**src/rtl/led_shift_sequencer_pkg.sv**
```systemverilog
// Shared encodings for the LED shift sequencer: pattern modes, FSM states
// and the width of the pass/run counters.
package led_shift_sequencer_pkg;

  localparam int unsigned COUNT_W = 8;

  typedef enum logic [1:0] {
    MODE_LEFT   = 2'd0,
    MODE_RIGHT  = 2'd1,
    MODE_BOUNCE = 2'd2,
    MODE_HOLD   = 2'd3
  } mode_e;

  typedef enum logic [1:0] {
    ST_IDLE = 2'd0,
    ST_RUN  = 2'd1,
    ST_DONE = 2'd2
  } state_e;

endpackage

```
**src/rtl/led_shift_sequencer_step_prescaler.sv**
```systemverilog
// step_prescaler: detects both edges of the tick square wave and divides them
// down to one step pulse every TICKS_PER_STEP edges.
//   clock  : system clock, rising edge
//   rst    : synchronous active-low reset
//   tiks   : tick square wave, both edges count
//   clear  : holds the prescaler at 0 and suppresses step_c
//   step_c : combinational single-cycle step pulse (acted on at the next edge)
module step_prescaler #(
  parameter int unsigned TICKS_PER_STEP = 4
) (
  input  logic clock,
  input  logic rst,
  input  logic tiks,
  input  logic clear,
  output logic step_c
);

  localparam int unsigned PW = (TICKS_PER_STEP > 1) ? $clog2(TICKS_PER_STEP) : 1;
  localparam logic [PW-1:0] LAST = PW'(TICKS_PER_STEP - 1);

  logic          tiks_q;
  logic [PW-1:0] presc_q;
  logic          edge_c;

  assign edge_c = tiks ^ tiks_q;
  assign step_c = !clear && edge_c && (presc_q == LAST);

  // Edge history register and edge counter that wraps on the qualifying edge.
  always_ff @(posedge clock) begin
    if (!rst) begin
      tiks_q  <= 1'b0;
      presc_q <= '0;
    end else begin
      tiks_q <= tiks;
      if (clear) begin
        presc_q <= '0;
      end else if (edge_c) begin
        presc_q <= (presc_q == LAST) ? '0 : presc_q + PW'(1);
      end
    end
  end

endmodule

```
**src/rtl/led_shift_sequencer.sv**
```systemverilog
// led_shift_sequencer: walks a one-hot bit across an LED array in rotate-left,
// rotate-right, bounce or hold mode, advancing once per TICKS_PER_STEP tick
// edges, and stops after run_count passes (0 = run forever).
//   clock, rst     : system clock, synchronous active-low reset
//   tiks           : tick square wave (both edges are step events)
//   start, stop    : single-cycle run/abort requests (stop wins)
//   mode           : pattern select, latched at start
//   run_count      : passes before completion, latched at start
//   leds           : one-hot pattern, zero outside RUN
//   busy           : high while running
//   wrap, done     : single-cycle pass-complete / sequence-complete pulses
module led_shift_sequencer
  import led_shift_sequencer_pkg::*;
#(
  parameter int unsigned N_LEDS         = 8,
  parameter int unsigned TICKS_PER_STEP = 4
) (
  input  logic               clock,
  input  logic               rst,
  input  logic               tiks,
  input  logic               start,
  input  logic               stop,
  input  logic [1:0]         mode,
  input  logic [COUNT_W-1:0] run_count,
  output logic [N_LEDS-1:0]  leds,
  output logic               busy,
  output logic               wrap,
  output logic               done
);

  localparam logic [N_LEDS-1:0]  BIT0    = N_LEDS'(1);
  localparam logic [N_LEDS-1:0]  TOP     = {1'b1, {(N_LEDS-1){1'b0}}};
  localparam logic [COUNT_W-1:0] CNT_MAX = {COUNT_W{1'b1}};

  state_e             state_q, state_d;
  mode_e              mode_q, mode_d;
  logic [COUNT_W-1:0] run_cnt_q, run_cnt_d;
  logic [COUNT_W-1:0] pass_q, pass_d;
  logic               dir_up_q, dir_up_d;
  logic [N_LEDS-1:0]  leds_q, leds_d;
  logic               wrap_q, wrap_d;
  logic               done_q, busy_q;

  logic               step_c;
  logic               presc_clear_c;
  logic [N_LEDS-1:0]  adv_c;
  logic               adv_dir_up_c;

  // Prescaler only runs in RUN; a stop in the same cycle discards a pending step.
  assign presc_clear_c = (state_q != ST_RUN) || stop;

  step_prescaler #(
    .TICKS_PER_STEP(TICKS_PER_STEP)
  ) u_step_prescaler (
    .clock  (clock),
    .rst    (rst),
    .tiks   (tiks),
    .clear  (presc_clear_c),
    .step_c (step_c)
  );

  // Next pattern for one advance; bounce flips direction on reaching either end.
  always_comb begin
    adv_c        = leds_q;
    adv_dir_up_c = dir_up_q;
    case (mode_q)
      MODE_LEFT:  adv_c = {leds_q[N_LEDS-2:0], leds_q[N_LEDS-1]};
      MODE_RIGHT: adv_c = {leds_q[0], leds_q[N_LEDS-1:1]};
      MODE_BOUNCE: begin
        if (dir_up_q) begin
          adv_c = leds_q << 1;
          if (adv_c == TOP) adv_dir_up_c = 1'b0;
        end else begin
          adv_c = leds_q >> 1;
          if (adv_c == BIT0) adv_dir_up_c = 1'b1;
        end
      end
      default:    adv_c = leds_q;
    endcase
  end

  // FSM next state and datapath updates.
  // The final pass goes straight to DONE, so that wrap cycle shows leds=0.
  always_comb begin
    state_d   = state_q;
    mode_d    = mode_q;
    run_cnt_d = run_cnt_q;
    pass_d    = pass_q;
    dir_up_d  = dir_up_q;
    leds_d    = leds_q;
    wrap_d    = 1'b0;
    case (state_q)
      ST_IDLE: begin
        leds_d = '0;
        if (start && !stop) begin
          state_d   = ST_RUN;
          mode_d    = mode_e'(mode);
          run_cnt_d = run_count;
          pass_d    = '0;
          dir_up_d  = 1'b1;
          leds_d    = BIT0;
        end
      end
      ST_RUN: begin
        if (stop) begin
          state_d = ST_IDLE;
          leds_d  = '0;
        end else if (step_c && (mode_q != MODE_HOLD)) begin
          leds_d   = adv_c;
          dir_up_d = adv_dir_up_c;
          if (adv_c == BIT0) begin
            wrap_d = 1'b1;
            if (pass_q != CNT_MAX) pass_d = pass_q + COUNT_W'(1);
            if ((run_cnt_q != '0) && ((pass_q + COUNT_W'(1)) == run_cnt_q)) begin
              state_d = ST_DONE;
              leds_d  = '0;
            end
          end
        end
      end
      ST_DONE: begin
        state_d = ST_IDLE;
        leds_d  = '0;
      end
      default: begin
        state_d = ST_IDLE;
        leds_d  = '0;
      end
    endcase
  end

  // State register.
  always_ff @(posedge clock) begin
    if (!rst) state_q <= ST_IDLE;
    else      state_q <= state_d;
  end

  // Datapath and registered outputs.
  always_ff @(posedge clock) begin
    if (!rst) begin
      mode_q    <= MODE_LEFT;
      run_cnt_q <= '0;
      pass_q    <= '0;
      dir_up_q  <= 1'b1;
      leds_q    <= '0;
      wrap_q    <= 1'b0;
      done_q    <= 1'b0;
      busy_q    <= 1'b0;
    end else begin
      mode_q    <= mode_d;
      run_cnt_q <= run_cnt_d;
      pass_q    <= pass_d;
      dir_up_q  <= dir_up_d;
      leds_q    <= leds_d;
      wrap_q    <= wrap_d;
      done_q    <= (state_d == ST_DONE);
      busy_q    <= (state_d == ST_RUN);
    end
  end

  assign leds = leds_q;
  assign wrap = wrap_q;
  assign done = done_q;
  assign busy = busy_q;

endmodule
```
**config.mk**
```make
export PLATFORM = sky130hd
export DESIGN_NAME = led_shift_sequencer
export DESIGN_NICKNAME = d
export VERILOG_FILES = /design/src/rtl/led_shift_sequencer_pkg.sv /design/src/rtl/led_shift_sequencer_step_prescaler.sv /design/src/rtl/led_shift_sequencer.sv
export SDC_FILE = /design/constraint.sdc
export NUM_CORES = 1
export LEC_CHECK = 0
export CAP_MARGIN = 10
export CORE_UTILIZATION = 37
export CTS_CLUSTER_DIAMETER = 60
export DETAILED_ROUTE_END_ITERATION = 7
export GPL_ROUTABILITY_DRIVEN = 0
export GPL_TIMING_DRIVEN = 0
export HOLD_SLACK_MARGIN = 0.15
export MAX_ROUTING_LAYER = met4
export PLACE_DENSITY = 0.56
export SKIP_CTS_REPAIR_TIMING = 1
export SYNTH_ARGS = -nofsm -noshare
export SYNTH_HDL_FRONTEND = slang
export SYNTH_SLANG_ARGS = --single-unit
```
**constraint.sdc**
```tcl
create_clock -name clock -period 3 [get_ports clock]
set_clock_uncertainty 0.05 [all_clocks]
set_input_delay 0.3 -clock clock [delete_from_list [all_inputs] [get_ports clock]]
set_output_delay 0.3 -clock clock [all_outputs]
set_load 0.01 [all_outputs]
```
# Word-level counts from Yosys, hierarchy flattened
# Cells that the tools add are included.
totals:
  register_bits: 35
  elab_cells: 84
  in_bits: 15
op_classes:
  n_eq_ne: 20
  mux: 30
  n_reduce_logical: 17
  n_bitwise: 4
  n_addsub: 2
op_table:
  columns: ["op", "count"]
  rows:
  - ["8-bit two-way mux", 10]
  - ["8-bit one-hot mux with 2 select lines", 2]
  - ["8-bit one-hot mux with 3 select lines", 1]
  - ["2-bit two-way mux", 6]
  - ["2-bit inequality test, second input constant", 6]
  - ["1-bit two-way mux", 9]
  - ["8-bit by 1-bit adder with 8-bit output, second input constant", 1]
  - ["8-bit by 1-bit == test with 1-bit output, second input constant", 1]
  - ["8-bit == test", 1]
  - ["8-bit inequality test, second input constant", 1]
  - ["8-bit nonzero test", 1]
  - ["7-bit by 1-bit == test with 1-bit output, second input constant", 1]
  - ["7-bit == test, second input constant", 1]
  - ["2-bit by 1-bit == test with 1-bit output, second input constant", 3]
  - ["2-bit == test, second input constant", 3]
  - ["6-bit AND reduction", 1]
  - ["1-bit logical AND", 5]
  - ["5-bit AND reduction", 1]
  - ["2-bit zero test", 2]
  - ["2-bit by 1-bit inequality test with 1-bit output, second input constant", 2]
  - ["2-bit one-hot mux with 2 select lines", 1]
  - ["4-bit OR reduction", 1]
  - ["3-bit inequality test, second input constant", 1]
  - ["1-bit inverter", 3]
  - ["8 further kinds", 9]

# Longest topological paths before layout
depth:
  ltp_word: 10
  mapped_depth: 8

# By module
# Synthesis repeated with hierarchy kept, for this count alone.
unflattened:
  hier_cells: 275
  area_unflattened_um2: 2139.6
by_module_without_submodules:
  columns: ["module", "area_per_inst_um2", "cells_each", "instances"]
  rows:
  - ["led_shift_sequencer", 1991.9, 262, 1]
  - ["step_prescaler", 147.6, 13, 1]

# Worst setup path after synthesis
# No wires, ideal clock.
synth_path:
  kind: "register to register"
  startpoint: "register pass_q[0]"
  endpoint: "register busy_q (netlist: busy)"
  period_less_slack_ns: 2.382
  setup_time_ns: 0.119
  t_required_ns: 2.831
  stages_incl_launch_ff: 8
  arrival_ns: 2.214
  setup_slack_ns: 0.618
  cell_sequence: "dfxtp_1 ha_1 nand3_1 or2_1 xnor2_1 or4_1 a211o_1 o221a_1"
synth_via:
  elab_chain_cells: 9
synth_lines:
  columns: ["element", "line", "rtl"]
  rows:
  - ["start: declaration", "led_shift_sequencer.sv:38", "logic [COUNT_W-1:0] pass_q, pass_d;"]
  - ["start signal: assignment", "led_shift_sequencer.sv:152", "pass_q <= pass_d;"]
  - ["8-bit by 1-bit adder with 8-bit output", "led_shift_sequencer.sv:114", "if ((run_cnt_q != '0) && ((pass_q + COUNT_W'(1)) == run_cnt_q)) begin"]
  - ["8-bit == test", "led_shift_sequencer.sv:114", null]
  - ["1-bit logical AND", "led_shift_sequencer.sv:114", null]
  - ["2-bit two-way mux", "led_shift_sequencer.sv:114", null]
  - ["2-bit two-way mux", "led_shift_sequencer.sv:111", "if (adv_c == BIT0) begin"]
  - ["2-bit two-way mux", "led_shift_sequencer.sv:108", "end else if (step_c && (mode_q != MODE_HOLD)) begin"]
  - ["2-bit two-way mux", "led_shift_sequencer.sv:105", "if (stop) begin"]
  - ["2-bit one-hot mux with 2 select lines", "led_shift_sequencer.sv:92", "case (state_q)"]
  - ["2-bit by 1-bit == test with 1-bit output", "led_shift_sequencer.sv:157", "busy_q <= (state_d == ST_RUN);"]
  - ["end signal: assignment", "led_shift_sequencer.sv:157", null]
  - ["end: declaration", "led_shift_sequencer.sv:42", "logic done_q, busy_q;"]
# Every way passes these cells.
# A chain may end at the register's enable or synchronous reset.

# Worst setup path in the final report
# Same ends and word-level chain as after synthesis.

==> results.py <==
metrics = {
    "clock_network": {
        "cts_tree": "yes",
        "clk_latency_ns": 0.29,
        "cts-root-buf": "clkbuf_8",
        "cts_buffer_depth": 2,
        "htree_num_levels": 2,
        "numCtsBuffers": 5,
        "clkSinkCount": 35,
        "clkSlewWorstSetupHoldPaths_ns": 0.07,
    },
    "synthesis": {
        "synth_top_family_by_area": "simple AND/OR/NAND/NOR gates",
        "synthDistinctLibCells": 49,
        "synthMuxAreaShare_pct": 5.22,
        "ys_seq_area_share_pct": 35.7,
        "synth_compound_area_share_pct": 22.2,
        "synthArstFlopShare_pct": 0,
        "synth.net_count": 251,
        "synth.area.top_cells": "dfxtp_1 (36%), nand2_1 (7.8%), a21boi_0 (6.5%)",
        "yosys.area_share.simple_pct": 26.5,
        "synthXorXnorAreaFrac_pct": 6.24,
        "synth_top_area_share_pct": 35.7,
        "ys_warn_count": 0,
        "synthCells": 234,
        "synth_seq_cells": 35,
        "ys.flop_type": "dfxtp_1",
        "synthAdderAreaFrac_pct": 1.27,
        "yosysTopAreaCell": "dfxtp_1",
        "syn_avg_cell_area_um2": 8.39,
        "synth_edf_count": 0,
        "netlist_area_um2": 1960,
    },
    "critical_path": {
        "endpoint": "busy",
        "worst-endpoint-required_ns": 3.12,
        "critPathLaunch": "pass_q[0]",
        "r2r_start": "pass_q[0]",
        "crit_fanout": 5,
        "worst_r2r_path_depth": 7,
        "end_kind": "flop",
        "crit_path_start_kind": "flop",
        "r2r-end": "busy",
        "r2r_setup_slack_ns": 0.32,
        "crit_type": "reg2reg",
        "arrival_ns": 2.81,
    },
    "placement": {
        "io_buffers": 25,
        "dpl.hpwl_mm": 3.50,
        "pre_cts_slack_ns": 0.334,
        "numPlacedInstances": 329,
        "place_area_um2": 2300,
    },
    "finish": {
        "sequential_cell_area_um2": 701,
        "fillers": 539,
        "areaGrowthSynthToFinish_pct": 22.3,
        "final_cell_mix": "nand2_1 (41), dfxtp_1 (35), clkdlybuf4s50_1 (25)",
        "fin_util_pct": 47.0,
        "multiInputGateArea_um2": 1210,
        "antenna_cells": 0,
        "fin_area_um2": 2400,
        "drive_above_1_share_pct": 7.12,
        "fin_cells": 337,
        "fin_nets": 283,
        "final_common_cell": "nand2_1",
    },
    "sta": {
        "finalHoldViolCount": 0,
        "rsz0062_at_grt": "false",
        "period_needed_ns": 2.68,
        "final-setup-viol-count": 0,
        "fmax_mhz": 373,
        "drv_slew": 0,
        "fin_crit_sh_pct": 89.4,
        "setup_tns_ns": 0,
        "max_slew_margin_pct": 65.4,
        "setup_ws_ns": 0.319,
        "hold_ws_ns": 0.415,
        "worst_pin_slew_ns": 0.517,
    },
    "power_and_ir_drop": {
        "ir_drop_uv": 232,
        "power_density_nw_per_um2": 406,
        "leakage_nw": 0.817,
        "p_total_mw": 0.975,
    },
    "floorplan": {
        "die_x_um": 74.9,
        "core_um2": 5110,
        "initial_core_util_pct": 38.5,
        "ios": 26,
        "die_h_um": 74.9,
        "rows": 26,
        "dieArea_um2": 5600,
    },
    "flow_run": {
        "maxCapViolCount": 0,
    },
    "global_routing": {
        "track_usage_pct": 19.6,
        "grt_max_degree": 11,
        "grt_pass1_wl_mm": 7.90,
        "antenna_found_initial": 0,
        "grt_pass1_vias": 1571,
        "overflow": 0,
    },
    "routing": {
        "wl_per_cell_um": 14.3,
        "drt_iter0_drc": 129,
        "via_per_inst": 5.36,
        "route.detailed.drc": 0,
        "first_pass_iters": 4,
        "routed-via-count": 1806,
        "postRouteAntennaNets": 0,
        "wirelength_mm": 4.84,
    },
    "status": {
        "status": "completed",
    },
    "worst_hold_path": {
        "min_path_type": "reg2reg",
    },
}
[state kept, by name, summed over array words and instances (netlist names)]
signal and flops:
dir_up_q 1, leds 8, busy 1, run_cnt_q 8
u_step_prescaler.presc_q 2, u_step_prescaler.tiks_q 1, pass_q 8, wrap 1
done 1, state_q 2, mode_q 2
[where the power goes]
part           internal [mW]  switching, mW  total (mW)
logic                 0.0507         0.0511       0.102
clock network          0.210          0.177       0.387
registers              0.475         0.0106       0.486
total                  0.736          0.239       0.975
[routing by layer]
layer	vias to the layer above	share of wire, %	GRT usage, %
met3	7	5.0	4.42
met1	834	50	27.3
met4	0	1.1	5.24
met5	-	0	-
met2	47	44	28.6
li1	918	-	-
[critical path: stages (launching register included)]
cell,delay [ns]
dfxtp_1,0.44
ha_1,0.30
nand3_1,0.19
or2_1,0.32
xnor2_1,0.13
or4_1,0.49
a211o_1,0.35
o221a_1,0.29
[worst min-delay path by stage]
| stage | slack [ns] | depth (start not counted) | to | from |
|---|---|---|---|---|
| floorplan | 0.37 | 1 | u_step_prescaler.tiks_q | tiks |
| global placement | 0.40 | 2 | u_step_prescaler.presc_q[1] | u_step_prescaler.presc_q[1] |
| detailed placement | 0.41 | 2 | u_step_prescaler.presc_q[1] | u_step_prescaler.presc_q[1] |
| CTS | 0.42 | 2 | u_step_prescaler.presc_q[1] | u_step_prescaler.presc_q[1] |
| global route | 0.44 | 2 | u_step_prescaler.presc_q[1] | u_step_prescaler.presc_q[1] |
| finish | 0.41 | 2 | u_step_prescaler.presc_q[1] | u_step_prescaler.presc_q[1] |
[Yosys cell counts (all sizes together), types with 2 or more instances]
cell type  count
o21ai          9
or4            3
nand2         41
a211oi         4
o211ai         6
buf            4
a21boi        17
dfxtp         35
nor4           2
and2           4
and3           2
o31ai          5
a21o           2
o41ai          2
clkbuf         6
nor2b          6
xor2           8
mux2           2
nand3         14
a21oi          6
inv            2
o21a           2
mux2i          8
o221a          2
nand4          4
xnor2          6
ha             2
nor3           5
or2            3
nor2          10
[kinds of logic (layout without fill, tap and decap cells)]
logic type,after synthesis,in the layout
fa+ha+maj,2,2
flops,35,35
buf+inv,12,45
mux,10,10
compound gates,61,61
simple gates,100,100
xor+xnor,14,14
[area by class of cell]
cell class | instances | share of cell area [%]
clock buffers | 8 | 4.17
flip-flops and latches | 35 | 29.2
inverters | 2 | 0.313
multi-input cells | 187 | 50.3
plain buffers | 10 | 2.03
repair buffers | 25 | 10.4
well taps | 70 | 3.65
(Power assumes the default switching activity.)
